<file path="config.mk">
export PLATFORM = sky130hd
export DESIGN_NAME = reg_pipe_hs
export DESIGN_NICKNAME = d
export VERILOG_FILES = /design/src/rtl/reg_pipe_hs.sv
export SDC_FILE = /design/constraint.sdc
export NUM_CORES = 1
export LEC_CHECK = 0
export CAP_MARGIN = 20
export CORE_UTILIZATION = 40
export CTS_CLUSTER_SIZE = 12
export DETAILED_ROUTE_END_ITERATION = 6
export PLACE_DENSITY_LB_ADDON = 0.1
export REMOVE_ABC_BUFFERS = 1
export SLEW_MARGIN = 0
export SYNTH_ARGS = -nofsm -noshare
export SYNTH_HDL_FRONTEND = slang
export SYNTH_SLANG_ARGS = --single-unit
export TNS_END_PERCENT = 100
</file>
<file path="constraint.sdc">
create_clock -name clk -period 2.25 [get_ports clk]
set_input_delay 0.225 -clock clk [delete_from_list [all_inputs] [get_ports clk]]
set_output_delay 0.225 -clock clk [all_outputs]
set_load 0.05 [all_outputs]
</file>
<file path="src/rtl/reg_pipe_hs.sv">
// Stallable DEPTH-stage register pipeline with per-stage valid, bubble collapsing and flush.
// Latency DEPTH cycles from the accept cycle to out_valid; full throughput when streaming.
// Backpressure: ready ripples back combinationally, so empty stages keep accepting while out_ready=0.
module reg_pipe_hs #(
    parameter int unsigned      WIDTH   = 8,
    parameter int unsigned      DEPTH   = 4,
    parameter logic [WIDTH-1:0] RST_VAL = '0
) (
    input  logic                         clk,
    input  logic                         rst,
    input  logic                         clr,
    input  logic                         in_valid,
    output logic                         in_ready,
    input  logic [WIDTH-1:0]             in_data,
    output logic                         out_valid,
    input  logic                         out_ready,
    output logic [WIDTH-1:0]             out_data,
    output logic [$clog2(DEPTH+1)-1:0]   count
);

    localparam int unsigned CW = $clog2(DEPTH + 1);

    logic [DEPTH-1:0] stage_v;
    logic [WIDTH-1:0] stage_d [DEPTH];
    logic [DEPTH-1:0] rdy;
    logic             full_acc;
    logic             in_fire;
    logic             out_fire;
    logic [CW-1:0]    count_q;
    logic [CW-1:0]    count_d;

    // A stage can take a word if any stage at or after it is empty, or the consumer pops.
    always_comb begin
        full_acc = 1'b1;
        rdy      = '0;
        for (int i = int'(DEPTH) - 1; i >= 0; i--) begin
            full_acc = full_acc & stage_v[i];
            rdy[i]   = out_ready | ~full_acc;
        end
    end

    assign in_ready  = rdy[0] & ~clr;
    assign in_fire   = in_valid & in_ready;
    assign out_fire  = stage_v[DEPTH-1] & out_ready;
    assign out_valid = stage_v[DEPTH-1];
    assign out_data  = stage_d[DEPTH-1];
    assign count     = count_q;

    for (genvar i = 0; i < DEPTH; i++) begin : g_stage
        logic             up_v;
        logic [WIDTH-1:0] up_d;
        logic             v_q;
        logic             v_d;
        logic [WIDTH-1:0] d_q;
        logic [WIDTH-1:0] d_d;

        if (i == 0) begin : g_head
            assign up_v = in_fire;
            assign up_d = in_data;
        end else begin : g_body
            assign up_v = stage_v[i-1];
            assign up_d = stage_d[i-1];
        end

        always_comb begin
            v_d = v_q;
            d_d = d_q;
            if (clr) begin
                v_d = 1'b0;
            end else if (rdy[i]) begin
                v_d = up_v;
                if (up_v) begin
                    d_d = up_d;
                end
            end
        end

        always_ff @(posedge clk or posedge rst) begin
            if (rst) begin
                v_q <= 1'b0;
                d_q <= RST_VAL;
            end else begin
                v_q <= v_d;
                d_q <= d_d;
            end
        end

        assign stage_v[i] = v_q;
        assign stage_d[i] = d_q;
    end

    always_comb begin
        count_d = count_q;
        if (clr) begin
            count_d = '0;
        end else if (in_fire && !out_fire) begin
            count_d = count_q + CW'(1);
        end else if (!in_fire && out_fire) begin
            count_d = count_q - CW'(1);
        end
    end

    always_ff @(posedge clk or posedge rst) begin
        if (rst) begin
            count_q <= '0;
        end else begin
            count_q <= count_d;
        end
    end

endmodule

</file>
==> results of run 1 <==
==> registers in the layout, indices dropped and copies added (netlist names) <==
name / count
count: 3
g_stage.d_q: 24
g_stage.v_q: 3
out_data: 8
out_valid: 1
==> cells by family after synthesis <==
logic type	synth area share
AOI/OAI and AO/OA	0.0370
xor gates and xnor gates	0.0108
adders and majority gates	0.0123
buffers and inverters	0.0169
DFF	0.600
muxes	0.222
and+or+nand+nor	0.101
==> Yosys cell counts, drive strengths merged (2+ instances only) <==
cell type  number
nand3b          3
a21oi           4
or2             2
nand2           4
dfrtp          39
mux2           32
xnor2           2
buf             2
inv             3
nor2           10
nand3           2
==> final cells by class <==
type                    instances  area share
clock buffers                   6      0.0356
inverters                       3     0.00552
repair buffers                 30       0.146
flip-flops and latches         39       0.479
well taps                      48      0.0294
multi-input cells              70       0.305
==> layer usage <==
metal,GRT usage,share of wire
met4,0.0734,0.019
met1,0.198,0.51
met2,0.208,0.44
met3,0.0417,0.039
met5,0,0
==> stage by stage <==
stage | TNS [ns] | cells | hold slack, ns | total power [W]
after global placement | 0 | 190 | 0.482 | 0.00159
after CTS | 0 | 196 | 0.381 | 0.00203
final | 0 | 196 | 0.368 | 0.00200
after detailed placement | 0 | 190 | 0.487 | 0.00161
after floorplan | -0.154 | 112 | 0.288 | 0.00139
after global routing | 0 | 196 | 0.412 | 0.00212
==> worst min-delay path by stage <==
stage,from,end,slack [ns],depth (start not counted)
after global routing,rst,out_data[3],0.41,3
after detailed placement,g_stage[2].d_q[3],g_stage[2].d_q[3],0.49,1
after CTS,rst,out_data[3],0.38,3
after floorplan,clr,count[2],0.29,1
after global placement,g_stage[0].d_q[2],g_stage[1].d_q[2],0.48,1
final,rst,out_data[3],0.37,3
==> worst max-delay path: cells and delay by family (launching register included) <==
kind / cells / cell delay [ns]
AOI/OAI and AO/OA: 6 / 0.77
DFF: 1 / 0.53
adders and majority gates: 1 / 0.40
and+or+nand+nor: 2 / 0.25
==> where the power goes <==
group	switching, W	internal, W
clock	0.000204	0.000206
sequential	0.0000966	0.000885
combinational	0.000330	0.000276
==> impl_metrics.env, run 1 <==
export IMPL_status="finished, final reports clean"
export IMPL_synth_async_sr_flop_share=1.00
export IMPL_dieHeight_um=65.7
export IMPL_groute_usage_overall=0.145
export IMPL_critPathKind="reg2reg"
export IMPL_ctsHoldBuffers=0
export IMPL_postCtsSetupBuffers=0
export IMPL_drv_cap=0
export IMPL_finalCriticalPeriod_ns=2.04
export IMPL_dieArea_mm2=0.00432
export IMPL_postSynthCellCount=114
export IMPL_regArea_um2=976
export IMPL_rsz0062_at_grt="false"
export IMPL_drc=0
export IMPL_fill_cells=320
export IMPL_cts_resized=0
export IMPL_drive_above_1_share=0.324
export IMPL_ys_types=26
export IMPL_crit_path_frequent_cell="a21oi_1"
export IMPL_syn_avg_cell_area_um2=14.3
export IMPL_synth_edff_count=0
export IMPL_start_util=0.431
export IMPL_cts_tree="yes"
export IMPL_worst_pin_slew_ns=0.496
export IMPL_final_hold_viol_count=0
export IMPL_rr_worst_depth=9
export IMPL_dieWidth_um=65.7
export IMPL_min_period_over_period=0.905
export IMPL_antenna_left=0
export IMPL_io_buffer_count=25
export IMPL_path_cells="nand3b_4, o21ai_2, or2_1, a21oi_1, fa_1, a21oi_1, o211ai_1, a21o_1, a21oi_1"
export IMPL_syn_to_final_growth_pct=25.5
export IMPL_cp_max_fo=9
export IMPL_synth_area_mm2=0.00163
export IMPL_seq_area_frac_synth=0.600
export IMPL_post_route_cell_area_mm2=0.00204
export IMPL_finalWirelength_mm=2.58
export IMPL_power_density_mw_per_mm2=980
export IMPL_final_nets=163
export IMPL_rows=22
export IMPL_grt_overflow_total=0
export IMPL_multi_input_area_um2=622
export IMPL_hpwl_mm=1.86
export IMPL_yosysWarnings=0
export IMPL_yosys_top_cells_area="dfrtp_1 (60%), mux2_2 (22%), nor2_1 (2.3%), a21oi_1 (1.2%), fa_1 (1.2%)"
export IMPL_root_buffer="clkbuf_8"
export IMPL_grt_pass1_vias=961
export IMPL_r2r_slack_ns=0.21
export IMPL_crit_start="out_valid"
export IMPL_drt_iter0_markers=11
export IMPL_setup_slack_ns=0.214
export IMPL_gp_congestion=0.807
export IMPL_viasPerCell=4.89
export IMPL_start_kind="flop"
export IMPL_io_pins=26
export IMPL_fin_skew_ns=0.00250
export IMPL_grt_max_degree=40
export IMPL_clk_pin_slew_worst_paths_ns=0.06
export IMPL_cpMaxStageDelayCell="dfrtp_1"
export IMPL_mostFrequentLayoutCell="dfrtp_1"
export IMPL_maxSlewHeadroom=0.668
export IMPL_setup_viol=0
export IMPL_cts_buffers=5
export IMPL_arrival_ns=2.24
export IMPL_place_area_mm2=0.00197
export IMPL_yosys_area_top_type_share=0.600
export IMPL_num_vias=958
export IMPL_clock_path_buffers=2
export IMPL_max_freq_ghz=0.491
export IMPL_r2r_start="out_valid"
export IMPL_dominantRegCellSynth="dfrtp_1"
export IMPL_first_pass_iters=4
export IMPL_ys_ff_latch=39
export IMPL_wl_per_cell_um=13.2
export IMPL_place_ws_ns=0.0139
export IMPL_mostFrequentLayoutCells="dfrtp_1 (39), mux2_2 (32), clkdlybuf4s50_1 (24)"
export IMPL_leakagePower_nw=0.908
export IMPL_slowest_delay_ns=0.53
export IMPL_cp_end_kind="flop"
export IMPL_htreeDepth=2
export IMPL_vdd_ir_drop_max_uv=451
export IMPL_yosysTopAreaCell="dfrtp_1"
export IMPL_crit_end="count[2]"
export IMPL_core_area_mm2=0.00377
export IMPL_timing_rr_end="count[2]"
export IMPL_hold_path_class="in2async"
export IMPL_grt_pass1_wl_mm=4.51
export IMPL_clk_latency_ns=0.28
export IMPL_clock_sinks=39
export IMPL_slew_violations=0
export IMPL_antenna_found_initial=0
export IMPL_utilization=0.541
export IMPL_worstPathRequired_ns=2.46
export IMPL_antenna_cells=0
Power figures use the tool's default switching activity.
==> inputs of run 2 (changes only) <==
--- a/config.mk
+++ b/config.mk
@@ -5,7 +5,6 @@
 export SDC_FILE = /design/constraint.sdc
 export NUM_CORES = 1
 export LEC_CHECK = 0
-export CAP_MARGIN = 20
 export CORE_UTILIZATION = 40
 export CTS_CLUSTER_SIZE = 12
 export DETAILED_ROUTE_END_ITERATION = 6
==> results of run 2 <==
The final DEF is identical to that of run 1; final timing and power are the same.
